$ cat src/rtl/ex_stage.sv
// ---------------------------------------------------------------------------
// ex_stage -- execute stage of a 5-stage MIPS pipeline.
//
// Takes the latched ID/EX fields and does the following:
//   * picks the destination register,
//   * forwards operands from EX/MEM or MEM/WB (only when EX_FWD_EN is
//     defined),
//   * decodes ALU control and computes ADD/SUB/AND/OR in a single cycle.
// MUL runs on a sequential shift-add multiplier. While it iterates, stall_o
// holds the front end. The results are registered into the EX/MEM fields
// that this stage owns.
//
// Build option:
//   EX_FWD_EN  defined   -> EX/MEM and MEM/WB forwarding is active
//              undefined -> operands come straight from RSdata_i/RTdata_i,
//                           and the MEMWB_* ports are ignored
//
// Parameters:
//   XLEN        datapath width
//   MUL_CYCLES  multiplier iteration count; must equal XLEN
//
// Ports:
//   clk_i, rst_i                       clock, synchronous active-high reset
//   RegDst_i .. RegWrite_i, ALUOp_i    ID/EX control
//   RSdata_i, RTdata_i, immediate_i    ID/EX operands, sign-extended imm
//   RSaddr_i, RTaddr_i, RDaddr_i       ID/EX register addresses
//   MEMWB_RegWrite_i/RDaddr_i/data_i   MEM/WB writeback for forwarding
//   stall_o                            hold PC, IF/ID and ID/EX this cycle
//   MemRead_o .. RegWrite_o            EX/MEM control
//   ALUresult_o, MemWdata_o, RDaddr_o  EX/MEM data and destination
// ---------------------------------------------------------------------------
module ex_stage #(
    parameter int XLEN       = 32,
    parameter int MUL_CYCLES = 32
) (
    input  logic            clk_i,
    input  logic            rst_i,
    input  logic            RegDst_i,
    input  logic            ALUSrc_i,
    input  logic            MemRead_i,
    input  logic            MemWrite_i,
    input  logic            MemtoReg_i,
    input  logic            RegWrite_i,
    input  logic [1:0]      ALUOp_i,
    input  logic [XLEN-1:0] RSdata_i,
    input  logic [XLEN-1:0] RTdata_i,
    input  logic [XLEN-1:0] immediate_i,
    input  logic [4:0]      RSaddr_i,
    input  logic [4:0]      RTaddr_i,
    input  logic [4:0]      RDaddr_i,
    input  logic            MEMWB_RegWrite_i,
    input  logic [4:0]      MEMWB_RDaddr_i,
    input  logic [XLEN-1:0] MEMWB_data_i,
    output logic            stall_o,
    output logic            MemRead_o,
    output logic            MemWrite_o,
    output logic            MemtoReg_o,
    output logic            RegWrite_o,
    output logic [XLEN-1:0] ALUresult_o,
    output logic [XLEN-1:0] MemWdata_o,
    output logic [4:0]      RDaddr_o
);

    typedef enum logic [1:0] {
        ST_IDLE = 2'd0,
        ST_BUSY = 2'd1,
        ST_DONE = 2'd2
    } mul_state_t;

    typedef enum logic [2:0] {
        ALU_ADD = 3'd0,
        ALU_SUB = 3'd1,
        ALU_AND = 3'd2,
        ALU_OR  = 3'd3,
        ALU_MUL = 3'd4
    } alu_ctl_t;

    localparam int         CNT_W      = $clog2(MUL_CYCLES + 1);
    localparam logic [5:0] FUNCT_ADD  = 6'b100000;
    localparam logic [5:0] FUNCT_SUB  = 6'b100010;
    localparam logic [5:0] FUNCT_AND  = 6'b100100;
    localparam logic [5:0] FUNCT_OR   = 6'b100101;
    localparam logic [5:0] FUNCT_MUL  = 6'b011000;

    // EX/MEM register. The control bits are packed as
    // {MemRead, MemWrite, MemtoReg, RegWrite}.
    logic [3:0]      exmem_ctrl_reg;
    logic [XLEN-1:0] exmem_alu_reg;
    logic [XLEN-1:0] exmem_wdata_reg;
    logic [4:0]      exmem_rd_reg;

    // Multiplier state.
    mul_state_t      state_reg, state_next;
    logic [CNT_W-1:0] cnt_reg;
    logic [XLEN-1:0] acc_reg;
    logic [XLEN-1:0] mcand_reg;
    logic [XLEN-1:0] mplier_reg;
    logic [XLEN-1:0] mul_wdata_reg;
    logic [4:0]      mul_dest_reg;
    logic [3:0]      mul_ctrl_reg;

    // Combinational datapath.
    logic [4:0]      dest;
    logic [XLEN-1:0] fwd_rs;
    logic [XLEN-1:0] fwd_rt;
    logic [XLEN-1:0] op_b;
    logic [XLEN-1:0] alu_result;
    alu_ctl_t        alu_ctl;
    logic            is_mul;
    logic            start_mul;
    logic            stall;

    assign dest = RegDst_i ? RDaddr_i : RTaddr_i;

    // -----------------------------------------------------------------------
    // Operand forwarding, one generate copy per operand (0 = RS, 1 = RT).
    // When both sources match, EX/MEM wins because it is the younger result.
    // Register $0 is hard-wired to zero, so it is never forwarded.
    // -----------------------------------------------------------------------
    logic [XLEN-1:0] opnd_raw [2];
    logic [XLEN-1:0] opnd_fwd [2];

    assign opnd_raw[0] = RSdata_i;
    assign opnd_raw[1] = RTdata_i;

`ifdef EX_FWD_EN
    logic [4:0] opnd_addr [2];

    assign opnd_addr[0] = RSaddr_i;
    assign opnd_addr[1] = RTaddr_i;
`else
    // Without forwarding, these inputs have no function.
    logic unused_fwd_inputs;

    assign unused_fwd_inputs = ^{RSaddr_i, MEMWB_RegWrite_i, MEMWB_RDaddr_i, MEMWB_data_i};
`endif

    genvar gi;
    generate
        for (gi = 0; gi < 2; gi++) begin : g_fwd
`ifdef EX_FWD_EN
            logic hit_exmem;
            logic hit_memwb;

            assign hit_exmem = exmem_ctrl_reg[0] && (exmem_rd_reg != 5'd0)
                               && (exmem_rd_reg == opnd_addr[gi]);
            assign hit_memwb = MEMWB_RegWrite_i && (MEMWB_RDaddr_i != 5'd0)
                               && (MEMWB_RDaddr_i == opnd_addr[gi]);
            assign opnd_fwd[gi] = hit_exmem ? exmem_alu_reg
                                : (hit_memwb ? MEMWB_data_i : opnd_raw[gi]);
`else
            assign opnd_fwd[gi] = opnd_raw[gi];
`endif
        end
    endgenerate

    assign fwd_rs = opnd_fwd[0];
    assign fwd_rt = opnd_fwd[1];
    assign op_b   = ALUSrc_i ? immediate_i : fwd_rt;

    // -----------------------------------------------------------------------
    // ALU control decode. Unknown funct codes fall back to ADD.
    // -----------------------------------------------------------------------
    always_comb begin
        alu_ctl = ALU_ADD;
        case (ALUOp_i)
            2'b01: alu_ctl = ALU_SUB;
            2'b10: begin
                case (immediate_i[5:0])
                    FUNCT_ADD: alu_ctl = ALU_ADD;
                    FUNCT_SUB: alu_ctl = ALU_SUB;
                    FUNCT_AND: alu_ctl = ALU_AND;
                    FUNCT_OR:  alu_ctl = ALU_OR;
                    FUNCT_MUL: alu_ctl = ALU_MUL;
                    default:   alu_ctl = ALU_ADD;
                endcase
            end
            default: alu_ctl = ALU_ADD;
        endcase
    end

    assign is_mul = (alu_ctl == ALU_MUL);

    // The single-cycle result for MUL is never loaded because the stage
    // stalls. The product comes from the accumulator instead.
    always_comb begin
        alu_result = fwd_rs + op_b;
        case (alu_ctl)
            ALU_SUB: alu_result = fwd_rs - op_b;
            ALU_AND: alu_result = fwd_rs & op_b;
            ALU_OR:  alu_result = fwd_rs | op_b;
            default: alu_result = fwd_rs + op_b;
        endcase
    end

    // -----------------------------------------------------------------------
    // Multiplier FSM: next state and stall.
    // The start cycle in IDLE plus MUL_CYCLES cycles in BUSY give exactly
    // MUL_CYCLES+1 stalled cycles. DONE never restarts a multiply, even
    // though the MUL is still on the inputs during that cycle.
    // -----------------------------------------------------------------------
    always_comb begin
        state_next = state_reg;
        start_mul  = 1'b0;
        stall      = 1'b0;
        case (state_reg)
            ST_IDLE: begin
                if (is_mul) begin
                    start_mul  = 1'b1;
                    stall      = 1'b1;
                    state_next = ST_BUSY;
                end
            end
            ST_BUSY: begin
                stall = 1'b1;
                if (cnt_reg == CNT_W'(MUL_CYCLES - 1)) begin
                    state_next = ST_DONE;
                end
            end
            ST_DONE: state_next = ST_IDLE;
            default: state_next = ST_IDLE;
        endcase
    end

    // Reset forces every output low, including the combinational stall.
    assign stall_o = stall & ~rst_i;

    // -----------------------------------------------------------------------
    // State, multiplier datapath and EX/MEM register.
    // -----------------------------------------------------------------------
    always_ff @(posedge clk_i) begin
        if (rst_i) begin
            state_reg       <= ST_IDLE;
            cnt_reg         <= '0;
            acc_reg         <= '0;
            mcand_reg       <= '0;
            mplier_reg      <= '0;
            mul_wdata_reg   <= '0;
            mul_dest_reg    <= '0;
            mul_ctrl_reg    <= '0;
            exmem_ctrl_reg  <= '0;
            exmem_alu_reg   <= '0;
            exmem_wdata_reg <= '0;
            exmem_rd_reg    <= '0;
        end else begin
            state_reg <= state_next;

            case (state_reg)
                ST_IDLE: begin
                    if (start_mul) begin
                        mcand_reg     <= fwd_rs;
                        mplier_reg    <= op_b;
                        acc_reg       <= '0;
                        cnt_reg       <= '0;
                        mul_dest_reg  <= dest;
                        mul_wdata_reg <= fwd_rt;
                        mul_ctrl_reg  <= {MemRead_i, MemWrite_i, MemtoReg_i, RegWrite_i};
                    end
                end
                ST_BUSY: begin
                    // One shift-add step: add the multiplicand when the
                    // multiplier LSB is set, then shift both. Bits shifted
                    // past XLEN are dropped, so the accumulator keeps only
                    // the low word of the product.
                    if (mplier_reg[0]) begin
                        acc_reg <= acc_reg + mcand_reg;
                    end
                    mcand_reg  <= mcand_reg << 1;
                    mplier_reg <= mplier_reg >> 1;
                    cnt_reg    <= cnt_reg + CNT_W'(1);
                end
                default: ;
            endcase

            if (state_reg == ST_DONE) begin
                exmem_ctrl_reg  <= mul_ctrl_reg;
                exmem_alu_reg   <= acc_reg;
                exmem_wdata_reg <= mul_wdata_reg;
                exmem_rd_reg    <= mul_dest_reg;
            end else if (stall) begin
                // Insert a bubble. Data fields keep their previous values.
                exmem_ctrl_reg <= 4'b0000;
            end else begin
                exmem_ctrl_reg  <= {MemRead_i, MemWrite_i, MemtoReg_i, RegWrite_i};
                exmem_alu_reg   <= alu_result;
                exmem_wdata_reg <= fwd_rt;
                exmem_rd_reg    <= dest;
            end
        end
    end

    assign MemRead_o   = exmem_ctrl_reg[3];
    assign MemWrite_o  = exmem_ctrl_reg[2];
    assign MemtoReg_o  = exmem_ctrl_reg[1];
    assign RegWrite_o  = exmem_ctrl_reg[0];
    assign ALUresult_o = exmem_alu_reg;
    assign MemWdata_o  = exmem_wdata_reg;
    assign RDaddr_o    = exmem_rd_reg;

endmodule
$ cat config.mk
export PLATFORM = sky130hd
export DESIGN_NAME = ex_stage
export DESIGN_NICKNAME = d
export VERILOG_FILES = /design/src/rtl/ex_stage.sv
export SDC_FILE = /design/constraint.sdc
export NUM_CORES = 1
export LEC_CHECK = 0
export BUFFER_PORTS_ARGS = -buffer_cell sky130_fd_sc_hd__buf_2
export CAP_MARGIN = 20
export CORE_AREA = 2 2 308 158
export CTS_BUF_LIST = sky130_fd_sc_hd__clkbuf_4 sky130_fd_sc_hd__clkbuf_8
export DETAILED_ROUTE_END_ITERATION = 10
export DIE_AREA = 0 0 310 160
export HOLD_SLACK_MARGIN = 0.12
export MAX_ROUTING_LAYER = met4
export PLACE_DENSITY_LB_ADDON = 0.1
export SLEW_MARGIN = 40
export SYNTH_ARGS = -nofsm -noshare
export SYNTH_HDL_FRONTEND = slang
export SYNTH_SLANG_ARGS = --single-unit
$ cat constraint.sdc
create_clock -name clk_i -period 15.2 [get_ports clk_i]
set_clock_uncertainty 0.15 [all_clocks]
set_input_delay 0.76 -clock clk_i [delete_from_list [all_inputs] [get_ports clk_i]]
set_output_delay 0.76 -clock clk_i [all_outputs]
set_load 0.02 [all_outputs]
# Yosys cells after proc, flatten, opt, wreduce, memory -nomap -nowiden
# Cells that the tools add are included.
[classes] n_addsub=4 n_eq_ne=18 n_mux=28 bitwise=4 n_reduce_logical=6
[ops] operator="two-way mux 32 bit" count=9
[ops] operator="one-hot mux 32 bit (2 select lines)" count=3
[ops] operator="one-hot mux 32 bit (3 select lines)" count=1
[ops] operator="adder 32 bit" count=2
[ops] operator="AND 32 bit" count=1
[ops] operator="OR 32 bit" count=1
[ops] operator="subtractor 32 bit" count=1
[ops] operator="== test 6 bit, second input constant" count=3
[ops] operator="two-way mux 5 bit" count=3
[ops] operator="== test 6 x 5 -> 1 bit, second input constant" count=2
[ops] operator="one-hot mux 3 bit (4 select lines)" count=1
[ops] operator="one-hot mux 6 bit (2 select lines)" count=1
[ops] operator="two-way mux 4 bit" count=2
[ops] operator="inequality test 2 bit, second input constant" count=4
[ops] operator="adder 6 x 1 -> 6 bit, second input constant" count=1
[ops] operator="== test 3 x 2 -> 1 bit, second input constant" count=2
[ops] operator="two-way mux 6 bit" count=1
[ops] operator="one-hot mux 3 bit (2 select lines)" count=1
[ops] operator="AND reduction 2 bit" count=3
[ops] operator="== test 2 x 1 -> 1 bit, second input constant" count=2
[ops] operator="== test 2 bit, second input constant" count=2
[ops] operator="two-way mux 2 bit" count=2
[ops] operator="one-hot mux 2 bit (2 select lines)" count=1
[ops] operator="== test 3 x 1 -> 1 bit, second input constant" count=1
[ops] operator="9 further kinds" count=10
[totals] reg_bits=218 in_bits=159 wordCells=72

# Longest topological paths before layout
# Gate-level depths: netlist of the first run.
[depth] word_depth=8 mapped_depth=25 depth_no_buf=20

# Worst setup path after synthesis of the first run
# Ideal clock, no wire load.
[synth_timing] kind="input -> register" start="input ALUSrc_i" end="register exmem_alu_reg[31] (netlist: ALUresult_o[31])" arrival_time_ps=5563 required_time_ps=14990 setup_slack_ps=9426 stages=24 path_buffers=5 cell_sequence="buf_6 -> buf_12 -> buf_6 -> buf_2 -> buf_2 -> mux2i_1 -> ha_1 -> o221ai_1 -> nor4_1 -> nor2b_1 -> and2b_1 -> nand3_1 -> nor2_1 -> a21oi_1 -> xnor2_1 -> ha_1 -> and3_1 -> and4_1 -> and4_1 -> a31oi_1 -> a31oi_1 -> or4_1 -> a31oi_1 -> o221a_1"
[synth_between] elab_chain_cells=5 elab_cells_between_ends=8
[synth_lines] item="start, declared" line_no="39" source="input logic ALUSrc_i,"
[synth_lines] item="two-way mux 32 bit *" line_no="159" source="assign op_b = ALUSrc_i ? immediate_i : fwd_rt;"
[synth_lines] item="adder 32 bit, or another cell as far along" line_no="192" source="default: alu_result = fwd_rs + op_b;"
[synth_lines] item="one-hot mux 32 bit (3 select lines) *" line_no="188" source="case (alu_ctl)"
[synth_lines] item="two-way mux 32 bit *" line_no="280" source="end else if (stall) begin"
[synth_lines] item="two-way mux 32 bit *" line_no="275" source="if (state_reg == ST_DONE) begin"
[synth_lines] item="end signal, assigned" line_no="277" source="exmem_alu_reg <= acc_reg;"
[synth_lines] item="end signal, assigned" line_no="285" source="exmem_alu_reg <= alu_result;"
[synth_lines] item="end, declared" line_no="88" source="logic [XLEN-1:0] exmem_alu_reg;"
# Mark *: on every way between the ends. The rest lies on a longest branch, timed or not. The select of a mux whose other input is x is not followed.
# A chain may end at the register's enable or synchronous reset.

# Worst setup path in the final report of the first run
# Same ends and word-level chain as after synthesis.

==> results of run 1 <==
worst max-delay path: cells and delay by family:
| family | cells | cell delay [ns] |
|---|---|---|
| AND/OR/NAND/NOR | 9 | 2.89 |
| AO/OA/AOI/OAI | 6 | 1.34 |
| buffers and inverters | 2 | 0.71 |
| adder cells (fa/ha/maj) | 2 | 0.68 |
| multiplexers | 1 | 0.52 |
| XOR/XNOR | 1 | 0.17 |
layer usage:
metal / GRT usage (%) / vias up / wire length (um)
li1: - / 6884 / -
met1: 30.4 / 6651 / 26000
met2: 29.1 / 374 / 21100
met3: 3.29 / 64 / 2980
met4: 4.17 / 0 / 821
met5: - / - / 0
synthesized netlist by cell type (4+ instances only):
| library cell | n |
|---|---|
| buf_6 | 4 |
| or2_2 | 6 |
| o311ai_0 | 5 |
| ha_1 | 68 |
| dfxtp_1 | 218 |
| or3_1 | 6 |
| nor2b_1 | 13 |
| nand2_1 | 371 |
| a22oi_1 | 7 |
| xor2_1 | 24 |
| nand3_1 | 27 |
| o21bai_1 | 11 |
| clkbuf_1 | 112 |
| o21a_1 | 8 |
| a211oi_1 | 25 |
| a21oi_1 | 200 |
| mux2_2 | 7 |
| a211o_1 | 7 |
| and2_1 | 4 |
| buf_1 | 7 |
| xnor2_1 | 48 |
| a21o_1 | 24 |
| o211ai_1 | 57 |
| mux2i_1 | 36 |
| and3_1 | 11 |
| o41ai_1 | 4 |
| a311oi_1 | 69 |
| o21ai_1 | 4 |
| nand4_1 | 9 |
| a31oi_1 | 14 |
| o2111ai_1 | 5 |
| nor4_1 | 5 |
| or4_1 | 4 |
| nor3_1 | 45 |
| nor3b_1 | 5 |
| o31ai_1 | 6 |
| o21ai_0 | 79 |
| and4_1 | 7 |
| inv_1 | 29 |
| nand2b_1 | 12 |
| nor2_1 | 178 |
power groups by stage:
| stage | sequential, mW | combinational [mW] | clock (mW) |
|---|---|---|---|
| after floorplan | 0.653 | 0.211 | 0 |
| after global placement | 0.625 | 0.364 | 0 |
| after detailed placement | 0.625 | 0.366 | 0 |
| after CTS | 0.612 | 0.368 | 0.658 |
| after global routing | 0.615 | 0.398 | 0.686 |
| final | 0.611 | 0.365 | 0.633 |
metrics by stage:
| stage | power [mW] | worst slack (ns) | std cells | util (%) |
|---|---|---|---|---|
| 6_report | 1.61 | 8.43 | 2646 | 34.2 |
| 5_1_grt | 1.70 | 8.25 | 2646 | 34.2 |
| 4_1_cts | 1.64 | 8.64 | 2646 | 34.2 |
| 3_5_place_dp | 0.991 | 8.06 | 2577 | 32.3 |
| 3_3_place_gp | 0.989 | 8.21 | 2577 | 32.3 |
| 2_1_floorplan | 0.865 | 9.43 | 1849 | - |
placed cells by master, fill, tap and decap left out, drive strengths merged, types with 47 or more instances in the layout:
cell type,count
a311oi,69
ha,68
a21oi,200
nor2,179
nor3,47
clkbuf,58
o211ai,57
dfxtp,218
o21ai,83
buf,209
nand2,372
xnor2,49
final cells by class:
class / instances / area [sq um]
clock inverters: 11 / 114
well taps: 649 / 812
flip-flops and latches: 218 / 4360
multi-input cells: 1472 / 8920
fillers: 5141 / 31200
inverters: 29 / 109
clock buffers: 58 / 767
repair buffers: 209 / 1110
path summary, 6_finish.rpt:
kind | to | slack [ns] | cells past startpoint
worst min register to register | RDaddr_o[4] | 0.30 | 2
worst max register to register | ALUresult_o[22] | 11.37 | 6
worst max-delay path | ALUresult_o[31] | 8.43 | 21
worst min-delay path | RDaddr_o[4] | 0.30 | 2
cells by family after synthesis:
group | count (synthesis) | synth area share (%)
AOI/OAI and AO/OA | 560 | 26.3
buffers and inverters | 159 | 4.89
adders and majority gates | 73 | 6.62
DFF | 218 | 31.4
xor gates and xnor gates | 74 | 4.85
muxes | 45 | 3.36
and+or+nand+nor | 720 | 22.6
==> impl_metrics.tcl, run 1 <==
set metrics [dict create \
    leakage_nw 6.73 \
    grt_pass1_vias 12760 \
    ios 233 \
    clock_latency_ns 0.58 \
    hp-start "RDaddr_o[4]" \
    finalSetupViolations 0 \
    viasPerCell 5.28 \
    netlist_area_sq_um 13900 \
    hold_viol_final 0 \
    std_cell_rows 57 \
    r2r_start "state_reg[0]" \
    dpl.hpwl_um 36000 \
    area_growth_pct 16.5 \
    dieArea_sq_um 49600 \
    start_kind "input pin" \
    cp_data_arrival_time_ns 7.12 \
    critPathLaunch "ALUSrc_i" \
    status "complete, no violations" \
    yosysUniqueCellTypes 85 \
    place_area_sq_um 15300 \
    maxCapViolCount 0 \
    critPathMostFrequentCell "a31oi_1" \
    wl_per_cell_um 19.3 \
    antenna_found_initial 1 \
    worst_pin_slew_ns 0.834 \
    yosysTopAreaCell "dfxtp_1" \
    fin_nets 2197 \
    overflow 0 \
    crit_type "in -> reg" \
    relSlewSlack_pct 44.4 \
    required_ns 15.55 \
    vias 13973 \
    start_util_pct 29.4 \
    cts_root_buf "clkbuf_8" \
    ctsHoldBuffers 0 \
    synth_seq_area_share_pct 31.4 \
    drc_errors 0 \
    switching_share_pct 31.9 \
    diodes 0 \
    ys_ff_latch 218 \
    p_per_area_nw_per_um2 99.3 \
    drt_iter0_drc 1190 \
    synth-edff-count 0 \
    async_reset_ff_share_pct 0 \
    synth_area_leaders "dfxtp_1 31%, nand2_1 10%, a21oi_1 7.2%, ha_1 6.1%, nor2_1 4.8%" \
    postSynthAreaPerCell_sq_um 7.52 \
    clkPwrFrac_pct 39.4 \
    worstHoldPathType "reg -> reg" \
    power_frac_comb_pct 22.7 \
    cts_resized 0 \
    cts_tree "built" \
    rsz0062_at_grt "false" \
    clock.fmax_mhz 148 \
    drt-total-wl_um 50900 \
    cts_setup_buffers 0 \
    sequentialPowerShare_pct 38.0 \
    crit_chain "buf_2 > buf_4 > mux2i_1 > ha_1 > o221ai_1 > nor4_1 > nor2b_1 > and2b_1 > nand3_1 > nor2_1 > a21oi_1 > xnor2_1 > ha_1 > and3_1 > and4_1 > and4_1 > a31oi_1 > a31oi_1 > or4_1 > a31oi_1 > o221a_1" \
    path_clk_slew_ns 0.08 \
    tns_ns 0 \
    yosysTopAreaCellShare_pct 31.4 \
    critical_path.max_stage_delay_ns 0.67 \
    netlist_instances 1849 \
    grt_first_pass_wirelength_um 77200 \
    htreeDepth 2 \
    period_needed_ns 6.77 \
    switching_power_mw 0.513 \
    cp_max_fo 57 \
    synth_warnings 0 \
    finalCritPeriodShare_pct 44.6 \
    crit_slowest_cell "nor4_1" \
    globalplace.congestion 0.921 \
    die_w_um 310 \
    core_sq_um 47400 \
    grt_max_degree 81 \
    firstDrtPassIters 6 \
    finalMaxSlewViolations 0 \
    crit_path_end_kind "register" \
    fin_area_sq_um 16200 \
    ys.flop_type "dfxtp_1" \
    port_buffers 189 \
    p_int_mw 1.10 \
    synth_nets 2078 \
    ctsLongestPathBuffers 3 \
    clock_sinks 218 \
    antenna_left 0 \
    cts-buffers-inserted 38 \
    hold_slack_ns 0.297 \
    die_y_um 160 \
    peakVddDrop_v 0.0000579 \
    drive_gt1_share_pct 16.1 \
    globalRouteTotalUtil_pct 20.6 \
]
Power figures use the tool's default switching activity.
==> run 2, diff against run 1 <==
ABC_AREA = 1   (was default)
CORE_AREA = 2 2 319 163   (was 2 2 308 158)
DIE_AREA = 0 0 321 165   (was 0 0 310 160)
clock period = 5.85 ns   (was 15.2 ns; I/O delays follow)
==> run 2 against run 1 <==
Sequential power rose to 2.6 times the previous value. Critical path depth up 6. Via count up 19%. Count of clock-buffer cells in the layout down 2. Combinational power rose to 2.9 times the previous value. Non-clock buffer count up 85. Sequential share of layout area down 2.6 points. Power rose to 2.6 times the previous value. Cell count up 26%. Area after synthesis up 7.2%. First-iteration DRC count down 7.7%. Highest routed layer unchanged.
==> impl_metrics.tcl, run 2 <==
set metrics [dict create \
    clock_sinks 218 \
    start_util_pct 29.9 \
    cts_setup_buffers 0 \
    port_buffers 189 \
    dieArea_sq_um 53000 \
    post-route-util_pct 36.0 \
    antenna_found_initial 3 \
    switching_share_pct 35.6 \
    maxCapViolCount 0 \
    grt_max_degree 94 \
    path_clk_slew_ns 0.07 \
    ys.flop_type "dfxtp_1" \
    drive_gt1_share_pct 12.2 \
    rsz0062_at_grt "false" \
    cp_data_arrival_time_ns 4.62 \
    core_sq_um 49900 \
    required_ns 6.15 \
    cts_tree "built" \
    fillers 5633 \
    status "complete, no violations" \
    netlist_area_sq_um 14900 \
    crit_path_end_kind "register" \
    viasPerCell 4.99 \
    cp_max_fo 30 \
    netlist_instances 2418 \
    grt_first_pass_wirelength_um 93600 \
    synth_xor_area_share_pct 1.88 \
    worstHoldPathType "in -> reg" \
    dpl.hpwl_um 47300 \
    cts_resized 0 \
    area_growth_pct 20.4 \
    final_cell_mix "763 x nand2_1, 280 x o21ai_0, 218 x dfxtp_1" \
    std_cell_rows 58 \
    cts_root_buf "clkbuf_8" \
    final_common_cell "nand2_1" \
    grt_pass1_vias 15414 \
    peakVddDrop_v 0.000101 \
    ios 233 \
    top_layer "met4" \
    fin_nets 2869 \
    period_needed_ns 4.31 \
    ctsLongestPathBuffers 3 \
    pre_cts_slack_ns 1.14 \
    cts-buffers-inserted 37 \
    yosys.area_share.simple_pct 32.1 \
    switching_power_mw 1.47 \
    synth-edff-count 0 \
    finalCritPeriodShare_pct 73.8 \
    yosysTopAreaCellShare_pct 29.3 \
    tns_ns 0 \
    drt-total-wl_um 62900 \
    sequentialPowerShare_pct 38.4 \
    synth_common_cells "763 x nand2_1, 281 x o21ai_0, 218 x dfxtp_1, 213 x nor2_1, 195 x a21oi_1" \
    leakage_nw 8.47 \
    r2r_start "state_reg[1]" \
    hold_viol_final 0 \
    synth_warnings 0 \
    globalRouteTotalUtil_pct 23.8 \
    yosysUniqueCellTypes 41 \
    synthMuxAreaShare_pct 0.361 \
    p_int_mw 2.66 \
    postSynthAreaPerCell_sq_um 6.17 \
    finalMaxSlewViolations 0 \
    firstDrtPassIters 6 \
    dr_wl_met3_um 3250 \
    overflow 0 \
    relSlewSlack_pct 42.8 \
    start_kind "input pin" \
    die_w_um 321 \
    hp-start "immediate_i[9]" \
    wl_met1_um 31600 \
    drc_errors 0 \
    antenna_left 0 \
    vias 16612 \
    wl_per_cell_um 18.9 \
    clock.fmax_mhz 232 \
    power_frac_comb_pct 25.7 \
    fin_ws_ns 1.54 \
    yosysTopAreaCell "dfxtp_1" \
    finalSetupViolations 0 \
    synthAdderAreaFrac_pct 5.98 \
    synth_area_leaders "dfxtp_1 29%, nand2_1 19%, o21ai_0 9.4%, a21oi_1 6.5%, ha_1 5.7%" \
    async_reset_ff_share_pct 0 \
    synth-compound-area-share_pct 22.0 \
    synth_nets 2647 \
    wl_met2_um 26600 \
    globalplace.congestion 0.898 \
    drt_iter0_drc 1098 \
    synth.most_common_cell "nand2_1" \
    die_y_um 165 \
    clock_latency_ns 0.58 \
    synth_top_family_by_area "simple AND/OR/NAND/NOR gates" \
    clkPwrFrac_pct 35.9 \
    critPathLaunch "immediate_i[4]" \
    ys_ff_latch 218 \
    crit_type "in -> reg" \
    htreeDepth 2 \
    p_per_area_nw_per_um2 230 \
    synth_seq_area_share_pct 29.3 \
    worst_pin_slew_ns 0.853 \
]
## run 2: cell count changes after synthesis, sizes merged, moves of 53 or more
cell / before / now
a31oi: 15 / 70
clkbuf: 115 / 62
o21ai: 83 / 307
inv: 29 / 192
nand3: 27 / 107
a311oi: 69 / 0
nand2: 372 / 768
## run 2: worst paths after layout
path	to	slack, ns	cells past startpoint
max reg2reg	MemWdata_o[31]	2.89	7
max	ALUresult_o[23]	1.54	27
min reg2reg	ALUresult_o[17]	0.30	2
min	mplier_reg[9]	0.14	5
## run 2: area by class of cell
class | count | area (sq um) | area share (%)
clock buffer | 56 | 696 | 3.88
sequential | 218 | 4360 | 24.3
antenna | 3 | 7.51 | 0.0418
tap | 660 | 826 | 4.60
inverter | 195 | 739 | 4.12
clock inverter | 7 | 45.0 | 0.251
multi-input combinational | 1894 | 9320 | 51.9
timing repair buffer | 294 | 1950 | 10.9
## run 2: power by group through the flow
stage | clock [mW] | combinational, mW | sequential (mW)
CTS | 1.52 | 1.05 | 1.58
global route | 1.59 | 1.17 | 1.59
finish | 1.48 | 1.06 | 1.58
global placement | 0 | 1.00 | 1.62
detailed placement | 0 | 1.00 | 1.62
floorplan | 0 | 0.547 | 1.68
## run 2: cells by family after synthesis
logic type      after synthesis
flops                       218
simple gates               1174
compound gates              613
mux                           5
xor+xnor                     32
fa+ha+maj                    70
buf+inv                     306
## run 2: timing repair
item | in CTS | in global routing
hold buffers | 85 | 0
setup endpoints to repair | 0 | 0
endpoints found under the hold margin | 128 | 0
## run 2: layer usage
layer	vias to the layer above	GRT usage, %
met5	-	-
met3	77	3.72
met1	7700	33.4
met4	0	5.95
met2	379	35.5
li1	8456	-
## run 2: stage by stage
stage / hold slack (ns) / instance area, sq um / instances / total power [mW]
after detailed placement: 0.286 / 16300 / 3176 / 2.62
after CTS: 0.122 / 17900 / 3324 / 4.15
final: 0.140 / 17900 / 3327 / 4.13
after global routing: 0.159 / 17900 / 3327 / 4.34
after global placement: 0.284 / 16300 / 3176 / 2.62
after floorplan: 0.277 / 14900 / 2418 / 2.23
## run 2: critical path: stages
cell and delay (ns):
dlygate4sd3_1 0.52, buf_2 0.16, inv_2 0.05, nor2_1 0.08, nand2_1 0.05, nor2_1 0.43, nor2_1 0.10, nand3_1 0.10
buf_4 0.30, inv_2 0.13, or2_2 0.31, xor2_1 0.15, ha_1 0.35, nand2_1 0.06, o21ai_0 0.18, buf_4 0.18
nand2_1 0.05, nand2_1 0.12, nand2_1 0.10, nand2_1 0.20, nand2_1 0.07, nand2_1 0.08, nand2_1 0.05, nand2_1 0.06
nor2_1 0.05, o21ai_0 0.33, nand2_1 0.08
